===== config.mk =====
export PLATFORM = sky130hd
export DESIGN_NAME = mem_stage
export DESIGN_NICKNAME = d
export VERILOG_FILES = /design/src/rtl/cpu_pkg.sv /design/src/rtl/ex_mem_reg.sv /design/src/rtl/mem_stage.sv
export SDC_FILE = /design/constraint.sdc
export NUM_CORES = 1
export LEC_CHECK = 0
export BUFFER_PORTS_ARGS = -buffer_cell sky130_fd_sc_hd__buf_2
export CAP_MARGIN = 20
export CORE_ASPECT_RATIO = 1.2
export CORE_UTILIZATION = 45
export CTS_CLUSTER_DIAMETER = 80
export CTS_CLUSTER_SIZE = 20
export DETAILED_ROUTE_END_ITERATION = 7
export GPL_ROUTABILITY_DRIVEN = 0
export PLACE_DENSITY = 0.75
export SLEW_MARGIN = 20
export SYNTH_ARGS = -nofsm -noshare
export SYNTH_HDL_FRONTEND = slang
export SYNTH_SLANG_ARGS = --single-unit

===== constraint.sdc =====
create_clock -name clk -period 5.13 [get_ports clk]
set_clock_uncertainty 0.2 [all_clocks]
set_input_delay 0.2565 -clock clk [delete_from_list [all_inputs] [get_ports clk]]
set_output_delay 0.2565 -clock clk [all_outputs]
set_load 0.1 [all_outputs]

===== src/rtl/cpu_pkg.sv =====
// Shared CPU definitions: opcode encodings, MEM-stage state encoding and the
// EX/MEM payload layout.
package cpu_pkg;

  localparam int OPW = 4;

  localparam logic [OPW-1:0] OP_LW = 4'b1000;
  localparam logic [OPW-1:0] OP_SW = 4'b1001;

  typedef enum logic {
    IDLE = 1'b0,
    REQ  = 1'b1
  } mem_state_e;

  typedef struct packed {
    logic [OPW-1:0] opcode;
    logic [15:0]    alu_out;
    logic [15:0]    store_data;
    logic [3:0]     rd;
    logic           reg_write;
  } ex_mem_t;

  function automatic logic is_mem_op(input logic [OPW-1:0] op);
    return (op == OP_LW) || (op == OP_SW);
  endfunction

endpackage


===== src/rtl/ex_mem_reg.sv =====
// EX/MEM pipeline register: payload plus valid bit, held while the stage stalls.
module ex_mem_reg
  import cpu_pkg::*;
(
  input  logic    clk,
  input  logic    rst,
  input  logic    en_i,
  input  logic    valid_i,
  input  ex_mem_t data_i,
  output logic    valid_o,
  output ex_mem_t data_o
);

  logic    valid_q;
  ex_mem_t data_q;

  always_ff @(posedge clk) begin
    if (rst) begin
      valid_q <= 1'b0;
      data_q  <= '0;
    end else if (en_i) begin
      valid_q <= valid_i;
      data_q  <= data_i;
    end
  end

  assign valid_o = valid_q;
  assign data_o  = data_q;

endmodule


===== src/rtl/mem_stage.sv =====
// Memory stage: EX/MEM latch, LW/SW handshake with a variable-latency data
// memory (with request timeout), MEM/WB register and a non-load forward path.
module mem_stage
  import cpu_pkg::*;
#(
  parameter int TIMEOUT = 15
) (
  input  logic           clk,
  input  logic           rst,
  input  logic           ex_valid,
  input  logic           flush,
  input  logic [OPW-1:0] ex_opcode,
  input  logic [15:0]    ex_alu_out,
  input  logic [15:0]    ex_store_data,
  input  logic [3:0]     ex_rd,
  input  logic           ex_reg_write,
  output logic           mem_stall,
  output logic           mem_req,
  output logic           mem_we,
  output logic [15:0]    mem_addr,
  output logic [15:0]    mem_wdata,
  input  logic [15:0]    mem_rdata,
  input  logic           mem_ready,
  output logic           fwd_valid,
  output logic [3:0]     fwd_rd,
  output logic [15:0]    fwd_data,
  output logic           wb_valid,
  output logic           wb_reg_write,
  output logic [3:0]     wb_rd,
  output logic [15:0]    wb_data,
  output logic           mem_err
);

  localparam int CW = (TIMEOUT > 0) ? $clog2(TIMEOUT + 1) : 1;
  localparam logic [CW-1:0] TO_LAST = (TIMEOUT > 0) ? CW'(TIMEOUT - 1) : '0;

  mem_state_e    state_q, state_d;
  logic [CW-1:0] cnt_q, cnt_d;
  logic          err_q, err_d;

  logic          em_valid;
  ex_mem_t       em;
  ex_mem_t       ex_in;

  logic          in_req, timeout_hit, accept_mem;
  logic          wb_valid_q, wb_rw_q, wb_rw_d;
  logic [3:0]    wb_rd_q;
  logic [15:0]   wb_data_q, wb_data_d;

  assign ex_in = '{opcode: ex_opcode, alu_out: ex_alu_out, store_data: ex_store_data,
                   rd: ex_rd, reg_write: ex_reg_write};

  ex_mem_reg u_ex_mem (
    .clk     (clk),
    .rst     (rst),
    .en_i    (~mem_stall),
    .valid_i (ex_valid & ~flush),
    .data_i  (ex_in),
    .valid_o (em_valid),
    .data_o  (em)
  );

  assign in_req      = (state_q == REQ);
  assign timeout_hit = (TIMEOUT > 0) && (cnt_q == TO_LAST);
  // Combinational so a zero-wait memory completes in the request cycle.
  assign mem_stall   = in_req & ~(mem_ready | timeout_hit);
  assign accept_mem  = ex_valid & ~flush & is_mem_op(ex_opcode);

  always_comb begin
    state_d = state_q;
    cnt_d   = cnt_q;
    err_d   = err_q;
    if (mem_stall) begin
      cnt_d = cnt_q + 1'b1;
    end else begin
      cnt_d   = '0;
      state_d = accept_mem ? REQ : IDLE;
    end
    // A ready response in the last allowed cycle beats the timeout.
    if (in_req && !mem_ready && timeout_hit) err_d = 1'b1;
  end

  always_comb begin
    wb_rw_d   = em_valid & em.reg_write & (em.opcode != OP_SW);
    wb_data_d = em.alu_out;
    if (em.opcode == OP_LW) wb_data_d = mem_ready ? mem_rdata : 16'h0000;
  end

  always_ff @(posedge clk) begin
    if (rst) begin
      state_q    <= IDLE;
      cnt_q      <= '0;
      err_q      <= 1'b0;
      wb_valid_q <= 1'b0;
      wb_rw_q    <= 1'b0;
      wb_rd_q    <= '0;
      wb_data_q  <= '0;
    end else begin
      state_q <= state_d;
      cnt_q   <= cnt_d;
      err_q   <= err_d;
      if (!mem_stall) begin
        wb_valid_q <= em_valid;
        wb_rw_q    <= wb_rw_d;
        wb_rd_q    <= em.rd;
        wb_data_q  <= wb_data_d;
      end
    end
  end

  assign mem_req      = in_req;
  assign mem_we       = in_req & (em.opcode == OP_SW);
  assign mem_addr     = in_req ? em.alu_out : 16'h0000;
  assign mem_wdata    = in_req ? em.store_data : 16'h0000;

  assign fwd_valid    = em_valid & em.reg_write & (em.opcode != OP_LW);
  assign fwd_rd       = em.rd;
  assign fwd_data     = em.alu_out;

  assign wb_valid     = wb_valid_q;
  assign wb_reg_write = wb_rw_q;
  assign wb_rd        = wb_rd_q;
  assign wb_data      = wb_data_q;
  assign mem_err      = err_q;

endmodule


==> qor.yml, run 1 <==
outcome:
  outcome: "finished clean"
finish:
  fin_nets: 594
  drive_above_1_share_pct: 30.0
  syn_to_final_growth_pct: 29.3
  insertedDiodeCount: 0
  final_area_sq_um: 4270
  n_fill_cell: 640
  post-route-util_pct: 61.1
  multi_input_area_sq_um: 1490
  instances_no_fill: 620
  seq_area_sq_um: 1400
sta:
  grt_setup_unrepaired: "no"
  relSlewSlack_pct: 28.2
  finalSetupTns_ns: 0
  slew_viol_final: 0
  fin_crit_ns: 2.86
  max_slew.worst_pin.slew_ns: 1.08
  final-setup-viol-count: 0
  fin_crit_sh_pct: 55.7
  fmax_mhz: 350
  finalHoldViolations: 0
power:
  worst_ir_drop_vdd_v: 0.000183
  powerDensity_nw_per_um2: 286
  leakagePower_nw: 1.90
critical_path:
  crit_fanout: 49
  critPathRequiredTime_ns: 4.67
  worstSetupPathType: "register to output port"
  start_kind: "register"
  endpoint_kind: "output port"
  crit-reg2reg-launch: "cnt_q[0]$_SDFF_PP0_"
  worstSetupStartpoint: "cnt_q[0]$_SDFF_PP0_"
  r2r_cells: 6
  worstPathArrival_ns: 2.40
grt:
  gr-usage-met1_pct: 31.5
  grt_pass1_vias: 3017
  grt_pass1_wl_mm: 14.5
  grt_antenna_before_repair: 0
  gr-total-overflow: 0
  grtUsageTotal_pct: 24.4
  grt.busiest_layer: "met2"
  globalRouteMet2Util_pct: 38.1
  grt_max_degree: 71
  grtUsageMet3_pct: 5.12
cts:
  cts_tree: "done"
  cts_buffers: 9
  cts_resized: 0
  clk_pin_slew_ns: 0.07
  clk_latency_ns: 0.34
  post-cts-setup-buffer-count: 0
  htreeDepth: 3
  cts_buffer_depth: 2
  cts_root_buf: "clkbuf_8"
  cts.sinks: 70
synthesis:
  synth.distinct_cells: 27
  syn_area_per_cell_sq_um: 8.22
  ys_warn_count: 0
  yosysSeqAreaShare_pct: 42.5
  syn-num-nets: 465
  netlist_instances: 401
  synth_area_sq_um: 3300
  ys_ff_latch: 70
job:
  maxCapViolCount: 0
worst_hold_path:
  holdPathStages: 3
  worstHoldStart: "ex_alu_out[3]"
  hp-class: "input pin to register"
die:
  ios: 141
  start_util_pct: 47.3
  die-area_sq_um: 7680
  die_w_um: 80.2
  fp.dieH_um: 95.8
  num_rows: 33
  core_area_sq_um: 6980
detailed_routing:
  wl_mm: 9.65
  post-route-drc-count: 0
  via_per_inst: 5.56
  drt-wirelength-per-cell_um: 15.6
  vias: 3448
  drtIter0Drc: 327
  ant_nets: 0
  dr.pass1.iters: 5
placed_design:
  dpl.hpwl_mm: 5.53
  dp_cells: 568
  port_buffers: 140
  postPlaceCellArea_sq_um: 3720
-- cell families after synthesis --
logic type | share of synthesized area [%]
buf+inv | 13.1
xor+xnor | 0.531
simple gates | 23.9
flops | 42.5
fa+ha+maj | 0.759
compound gates | 19.2
-- timing repair --
action                                  CTS  global route
hold endpoints to repair                 38             0
hold buffers                             38             0
endpoints found under the setup margin    0             0
-- placed cells by master (no fill, tap or decap), drive strengths merged --
| cell type | Yosys | final |
|---|---|---|
| nor4b | 1 | 1 |
| o21ai | 47 | 47 |
| and3 | 2 | 2 |
| ha | 2 | 2 |
| dfxtp | 70 | 70 |
| nand3 | 67 | 67 |
| xnor2 | 1 | 1 |
| nand2 | 17 | 17 |
| and2 | 32 | 32 |
| buf | 35 | 143 |
| inv | 3 | 3 |
| a311oi | 16 | 16 |
| clkbuf | 26 | 12 |
| xor2 | 1 | 1 |
| nor2 | 3 | 3 |
| or4b | 1 | 1 |
| a21oi | 50 | 50 |
| or4bb | 1 | 1 |
| nor2b | 2 | 2 |
| clkinv | 0 | 2 |
| nand2b | 1 | 1 |
| dlygate4sd3 | 0 | 38 |
| o2111ai | 1 | 1 |
| nor3 | 20 | 20 |
-- where the power goes --
part / total [mW] / internal (mW) / switching (mW)
clock: 0.381 / 0.182 / 0.198
sequential: 0.591 / 0.570 / 0.0208
combinational: 0.249 / 0.0660 / 0.183
total: 1.22 / 0.818 / 0.402
-- synthesized netlist by cell type --
cell | n | area [sq um]
dlygate4sd1_1 | 2 | 17.5
o2111ai_1 | 1 | 8.76
buf_4 | 24 | 180
dfxtp_1 | 70 | 1400
or4bb_1 | 1 | 11.3
nor2b_1 | 2 | 12.5
xor2_1 | 1 | 8.76
inv_1 | 3 | 11.3
a21oi_1 | 50 | 250
nor2_1 | 3 | 11.3
a311oi_1 | 16 | 140
and2_1 | 32 | 200
nor3_1 | 20 | 100
buf_8 | 1 | 15.0
nand2_1 | 17 | 63.8
buf_6 | 5 | 56.3
and3_1 | 2 | 12.5
nor4b_4 | 1 | 23.8
nand2b_1 | 1 | 6.26
nand3_1 | 67 | 335
buf_2 | 5 | 25.0
xnor2_1 | 1 | 8.76
clkbuf_1 | 23 | 86.3
ha_1 | 2 | 25.0
or4b_1 | 1 | 10.0
clkbuf_8 | 3 | 41.3
o21ai_0 | 47 | 235
-- cell type report --
class                           instances  share of cell area, %
Tap cell                               87                   2.55
Multi-Input combinational cell        265                   34.8
Inverter                                3                  0.264
Sequential cell                        70                   32.9
Timing Repair Buffer                  181                   25.9
Clock buffer                           12                   3.40
Clock inverter                          2                  0.235
-- sequential cells by signal (all words and copies together), names as in the netlist --
name,count
cnt_q,4
u_ex_mem.data_o,41
u_ex_mem.valid_o,1
mem_err,1
mem_req,1
wb_valid,1
wb_rd,4
wb_data,16
wb_reg_write,1
-- per-stage QoR --
stage	power (mW)	setup WS, ns	hold WS (ns)
2_1_floorplan	0.789	2.07	0.208
3_3_place_gp	0.824	2.39	0.245
3_5_place_dp	0.827	2.36	0.252
4_1_cts	1.22	2.26	0.00180
5_1_grt	1.27	2.09	0.0110
6_report	1.22	2.27	0.0126
-- worst max-delay path, cell delays in order (launching register included) --
cell and delay (ns):
dfxtp_1 0.34, inv_1 0.07, ha_1 0.17, nand3_2 0.79
nand2_1 0.34, inv_1 0.06, buf_2 0.29
-- path summary, 6_finish.rpt --
kind / slack [ns] / to
worst max register to register: 2.63 / wb_data[4]$_SDFFE_PP0N_
worst max-delay path: 2.27 / mem_stall
worst min-delay path: 0.01 / u_ex_mem.data_o[24]$_SDFFE_PP0N_
worst min register to register: 0.26 / u_ex_mem.data_o[17]$_SDFFE_PP0N_
-- per-layer routing --
layer  part of all wire, %  vias to the layer above
met3                   5.0                       22
met5                     0                        -
li1                      -                     1654
met2                    49                      147
met4                   2.7                        0
met1                    44                     1625
No activity file was read; power rests on OpenSTA's default activity.
==> run 2: changes to the inputs <==
==> constraint.sdc (replaced) <==
create_clock -name clk -period 2.71 [get_ports clk]
set_clock_uncertainty 0.2 [all_clocks]
set_input_delay 0.1355 -clock clk [delete_from_list [all_inputs] [get_ports clk]]
set_output_delay 0.1355 -clock clk [all_outputs]
set_load 0.1 [all_outputs]
==> run 2 against run 1 <==
- via count rose by 2.7%
- cell area rose by 6.9%
- sequential power rose by 90%
- cell count rose by 4.8%
- flip-flop and latch count did not move
- non-clock buffer count rose by 28
- clock power rose by 83%
- register-to-register slack got worse by 2.0 ns
==> qor.yml, run 2 (synthesized netlist as in run 1, its figures left out) <==
grt:
  grt_pass1_vias: 3340  # +11%
  grt_antenna_before_repair: 0  # unchanged
  grt_pass1_wl_mm: 15.7  # +8.3%
  grtUsageTotal_pct: 26.2  # +1.8 points
  gr-total-overflow: 0  # unchanged
  grt_max_degree: 50  # -30%
critical_path:
  path_cells: "or4b_1 > and3_1 > buf_2"
  start_kind: "register"
  cp_slowest_cell: "or4b_1"
  crit_fanout: 17  # -65%
  critPathRequiredTime_ns: 2.37  # -2.30 ns
  r2r_cells: 6  # unchanged
  endpoint_kind: "output port"
  worstPathArrival_ns: 2.09  # -0.31 ns
  cpLargestDelayFamily: "simple AND/OR/NAND/NOR gates"
  worstSetupPathType: "register to output port"
  cpPeakStageDelay_ns: 0.81  # +0.02 ns
  crit-reg2reg-launch: "cnt_q[0]$_SDFF_PP0_"
  r2r_end: "wb_data[3]$_SDFFE_PP0N_"
  cp_num_buf_inv: 1  # -2
  rrSetupSlack_ns: 0.66  # -1.97 ns
detailed_routing:
  drt-wirelength-per-cell_um: 15.3  # -1.9%
  ant_nets: 0  # unchanged
  vias: 3541  # +2.7%
  drtIter0Drc: 253  # -23%
  dr.pass1.iters: 5  # unchanged
  wl_mm: 9.92  # +2.8%
  via_per_inst: 5.45  # -2.0%
  post-route-drc-count: 0  # unchanged
die:
  fp.dieH_um: 95.8  # unchanged
  die-area_sq_um: 7680  # unchanged
  start_util_pct: 47.3  # unchanged
  core_area_sq_um: 6980  # unchanged
  ios: 141  # unchanged
  num_rows: 33  # unchanged
  die_w_um: 80.2  # unchanged
placed_design:
  dpl.hpwl_mm: 5.84  # +5.5%
  port_buffers: 140  # unchanged
  dp_cells: 574  # +1.1%
  place_ws_ns: 0.637  # -1.73 ns
finish:
  final_common_cell: "buf_2"
  largest_register_ffs: 41  # unchanged
  drive_above_1_share_pct: 29.9  # -0.13 points
  n_fill_cell: 588  # -8.1%
  instances_no_fill: 650  # +4.8%
  mostFrequentLayoutCells: "buf_2, dfxtp_1, nand3_1, dlygate4sd3_1, a21oi_1"
  syn_to_final_growth_pct: 38.2
  fin_nets: 622  # +4.7%
sta:
  fmax_mhz: 413
  finalSetupTns_ns: 0  # unchanged
  grt_setup_unrepaired: "no"
  max_slew.worst_pin.slew_ns: 0.855  # -0.220 ns
  relSlewSlack_pct: 42.8  # +15 points
  finalHoldViolations: 0  # unchanged
  fin_crit_ns: 2.42
  fin_ws_ns: 0.289  # -1.98 ns
  fin_crit_sh_pct: 89.3
  slew_viol_final: 0  # unchanged
  whs_ns: 0.0440  # +0.0314 ns
  final-setup-viol-count: 0  # unchanged
power:
  leakagePower_nw: 2.02  # +6.1%
  powerDensity_nw_per_um2: 508  # +77%
  worst_ir_drop_vdd_v: 0.000409  # +120%
cts:
  cts_root_buf: "clkbuf_8"
  clk_latency_ns: 0.33  # about the same
  cts_buffer_depth: 2  # unchanged
  cts_resized: 0  # unchanged
  cts_buffers: 9  # unchanged
  cts_tree: "done"
  clk_pin_slew_ns: 0.07  # about the same
  htreeDepth: 3  # unchanged
  post-cts-setup-buffer-count: 0  # unchanged
  cts.sinks: 70  # unchanged
worst_hold_path:
  worstHoldStart: "rst"
  hp-class: "input pin to register"
  whs_endpoint: "u_ex_mem.data_o[6]$_SDFFE_PP0N_"
  holdPathStages: 2  # -1
outcome:
  outcome: "finished clean"
job:
  maxCapViolCount: 0  # unchanged
==> run 2: cell types whose count changed in the layout (fill, tap and decap cells not counted) <==
cell	previous run	this run
buf_4	3	8
nor2_2	0	1
dlygate4sd3_1	38	60
diode_2	0	1
nand2b_4	1	0
clkbuf_8	10	9
buf_12	0	2
clkinvlp_4	0	2
nand2b_2	0	1
nor2_1	3	2
buf_2	140	139
==> run 2: cell type report <==
class                      instances  area [sq um]  share of cell area, %
inverter                           3          11.3                  0.247
sequential                        70          1400                   30.7
antenna                            1          2.50                 0.0549
clock inverter                     4          25.0                  0.549
timing repair buffer             209          1400                   30.6
multi-input combinational        265          1480                   32.5
clock buffer                      11           131                   2.88
tap                               87           109                   2.39
==> run 2: worst register-to-register path, cell delays in order, from the launching register on <==
cell and delay (ns):
dfxtp_1 0.34, inv_1 0.06, ha_1 0.17, and3_2 0.42
buf_4 0.36, nor3_1 0.11, a311oi_1 0.29
==> run 2: layer usage <==
layer | GRT usage, % | wire (um) | vias up
met4 | 9.82 | 245 | 0
li1 | - | - | 1702
met5 | 0 | 0 | -
met2 | 45.2 | 4980 | 145
met1 | 31.8 | 4140 | 1669
met3 | 5.88 | 558 | 25
==> run 2: where the power goes <==
| group | switching (mW) | leakage (nW) | total, mW | internal [mW] |
|---|---|---|---|---|
| Sequential | 0.0383 | 0.579 | 1.12 | 1.08 |
| Combinational | 0.353 | 1.36 | 0.499 | 0.146 |
| Clock | 0.374 | 0.0752 | 0.698 | 0.325 |
==> run 2: worst max path at each step <==
stage                                                start         to  slack, ns  depth (start not counted)
after floorplan                       mem_req$_SDFFE_PP0N_  mem_stall       0.17                          5
after global placement    u_ex_mem.data_o[37]$_SDFFE_PP0N_  fwd_valid       0.67                          3
after detailed placement  u_ex_mem.data_o[37]$_SDFFE_PP0N_  fwd_valid       0.64                          3
after CTS                 u_ex_mem.data_o[37]$_SDFFE_PP0N_  fwd_valid       0.27                          3
after global routing      u_ex_mem.data_o[37]$_SDFFE_PP0N_  fwd_valid       0.22                          3
final                     u_ex_mem.data_o[37]$_SDFFE_PP0N_  fwd_valid       0.29                          3
==> run 2: timing repair <==
item	in CTS	in global routing
setup endpoints to repair	0	0
hold buffers	59	1
endpoints found under the hold margin	59	1
==> run 2: through the flow <==
stage / instance area, sq um / power, mW / utilization [%]
after floorplan: 3300 / 1.49 / -
after global placement: 3800 / 1.56 / 54.5
after detailed placement: 3800 / 1.57 / 54.5
after CTS: 4550 / 2.32 / 65.2
after global routing: 4560 / 2.41 / 65.3
final: 4560 / 2.31 / 65.3
==> run 3: changes to the inputs <==
==> constraint.sdc (replaced) <==
create_clock -name clk -period 2.8 [get_ports clk]
set_clock_uncertainty 0.2 [all_clocks]
set_input_delay 0.14 -clock clk [delete_from_list [all_inputs] [get_ports clk]]
set_output_delay 0.14 -clock clk [all_outputs]
set_load 0.1 [all_outputs]
==> run 3 against run 2 <==
- routed wire length grew 2.1%
- via count grew 0.99%
- combinational power shrank 3%
- cell area grew 1.3%
- highest routed layer unchanged
==> qor.yml, run 3 (synthesized netlist as in run 1, its figures left out) <==
outcome:
  outcome: "finished clean"
sta:
  fin_crit_ns: 2.44
  fmax_mhz: 410
  grt_setup_unrepaired: "no"
  max_slew.worst_pin.slew_ns: 0.820  # -0.0346 ns
  fin_crit_sh_pct: 87.1
  finalSetupTns_ns: 0  # unchanged
  slew_viol_final: 0  # unchanged
  whs_ns: 0.0305  # -0.0136 ns
  finalHoldViolations: 0  # unchanged
  final-setup-viol-count: 0  # unchanged
  relSlewSlack_pct: 45.1  # +2.3 points
finish:
  mostFrequentLayoutCells: "buf_2, dfxtp_1, nand3_1, dlygate4sd3_1, a21oi_1"
  final_common_cell: "buf_2"
  syn_to_final_growth_pct: 40.1
  post-route-util_pct: 66.2  # +0.86 points
  n_fill_cell: 591  # +0.51%
  largest_register_ffs: 41  # unchanged
  fin_nets: 620  # -0.32%
  drive_above_1_share_pct: 29.9  # +0.053 points
  insertedDiodeCount: 0  # -1
die:
  core_area_sq_um: 6980  # unchanged
  die-area_sq_um: 7680  # unchanged
  fp.dieH_um: 95.8  # unchanged
  ios: 141  # unchanged
  num_rows: 33  # unchanged
  die_w_um: 80.2  # unchanged
  start_util_pct: 47.3  # unchanged
cts:
  post-cts-setup-buffer-count: 0  # unchanged
  clk_pin_slew_ns: 0.07  # about the same
  cts.sinks: 70  # unchanged
  cts_resized: 0  # unchanged
  cts_root_buf: "clkbuf_8"
  htreeDepth: 3  # unchanged
  cts_buffer_depth: 2  # unchanged
  cts_tree: "done"
  clk_latency_ns: 0.33  # about the same
  cts_buffers: 9  # unchanged
grt:
  grtUsageTotal_pct: 25.8  # -0.46 points
  grt_pass1_wl_mm: 15.3  # -2.4%
  globalRouteMet2Util_pct: 44.0  # -1.1 points
  grt_antenna_before_repair: 0  # unchanged
  grt_max_degree: 56  # +12%
  grtUsageMet3_pct: 4.55  # -1.3 points
  gr-total-overflow: 0  # unchanged
  gr-usage-met1_pct: 30.1  # -1.6 points
  grt_pass1_vias: 3333  # -0.21%
  grt.busiest_layer: "met2"
critical_path:
  critPathRequiredTime_ns: 2.46  # +0.09 ns
  start_kind: "register"
  crit_fanout: 22  # +5
  cp_num_buf_inv: 2  # +1
  path_cells: "nor2b_4 > nand2_1 > inv_1 > buf_12"
  worstPathArrival_ns: 2.10  # about the same
  cpPeakStageDelay_ns: 0.63  # -0.18 ns
  cp_slowest_cell: "dfxtp_1"
  cpLargestDelayFamily: "simple AND/OR/NAND/NOR gates"
  endpoint_kind: "output port"
  worstSetupPathType: "register to output port"
detailed_routing:
  vias: 3576  # +0.99%
  post-route-drc-count: 0  # unchanged
  drt-wirelength-per-cell_um: 15.6  # +2.5%
  ant_nets: 0  # unchanged
  wl_mm: 10.1  # +2.1%
  drtIter0Drc: 224  # -11%
  via_per_inst: 5.52  # +1.3%
  dr.pass1.iters: 7  # +2
placed_design:
  dpl.hpwl_mm: 5.83  # about the same
  port_buffers: 140  # unchanged
power:
  worst_ir_drop_vdd_v: 0.000421  # +2.7%
  powerDensity_nw_per_um2: 542  # +6.8%
  leakagePower_nw: 2.05  # +1.6%
job:
  maxCapViolCount: 0  # unchanged
worst_hold_path:
  hp-class: "input pin to register"
run 3: changes by cell type in the layout (fill, tap and decap cells not counted):
cell,previous run,this run
clkinv_2,2,1
clkinvlp_4,2,0
bufinv_16,0,2
clkbuf_8,9,12
diode_2,1,0
buf_4,8,6
clkbuf_1,2,1
run 3: report_power, final:
group	internal [mW]	switching, mW
logic	0.141	0.341
clock network	0.574	0.366
registers	1.04	0.0386
run 3: routing by layer:
layer	share of wire, %	vias to the layer above
met5	0	-
met4	4.1	0
met3	5.2	44
met2	49	167
met1	41	1658
li1	-	1707
run 3: area by class of cell:
cell class	count	area, sq um	area share, %
clock inverters	3	65.1	1.41
multi-input cells	265	1480	32.1
well taps	87	109	2.36
flip-flops and latches	70	1400	30.3
clock buffers	13	169	3.66
inverters	3	11.3	0.244
repair buffers	207	1380	29.9
run 3: path summary, 6_finish.rpt:
kind / from / endpoint / slack, ns / depth (start not counted)
max reg2reg: mem_req$_SDFFE_PP0N_ / u_ex_mem.data_o[12]$_SDFFE_PP0N_ / 0.62 / 4
min: rst / u_ex_mem.data_o[13]$_SDFFE_PP0N_ / 0.03 / 2
max: mem_req$_SDFFE_PP0N_ / mem_stall / 0.36 / 4
min reg2reg: u_ex_mem.data_o[10]$_SDFFE_PP0N_ / u_ex_mem.data_o[10]$_SDFFE_PP0N_ / 0.26 / 2
run 3: stage by stage:
| stage | total power, mW | setup slack, ns | instance area (sq um) | instances |
|---|---|---|---|---|
| 6_report | 2.50 | 0.360 | 4620 | 648 |
| 3_3_place_gp | 1.51 | 0.759 | 3780 | 572 |
| 5_1_grt | 2.59 | 0.244 | 4620 | 648 |
| 2_1_floorplan | 1.45 | 0.253 | 3300 | 401 |
| 4_1_cts | 2.51 | 0.349 | 4620 | 648 |
| 3_5_place_dp | 1.52 | 0.714 | 3780 | 572 |
run 3: timing repair:
action	4_1_cts	5_1_grt
hold buffers	60	0
setup endpoints to repair	0	0
endpoints found under the hold margin	59	0
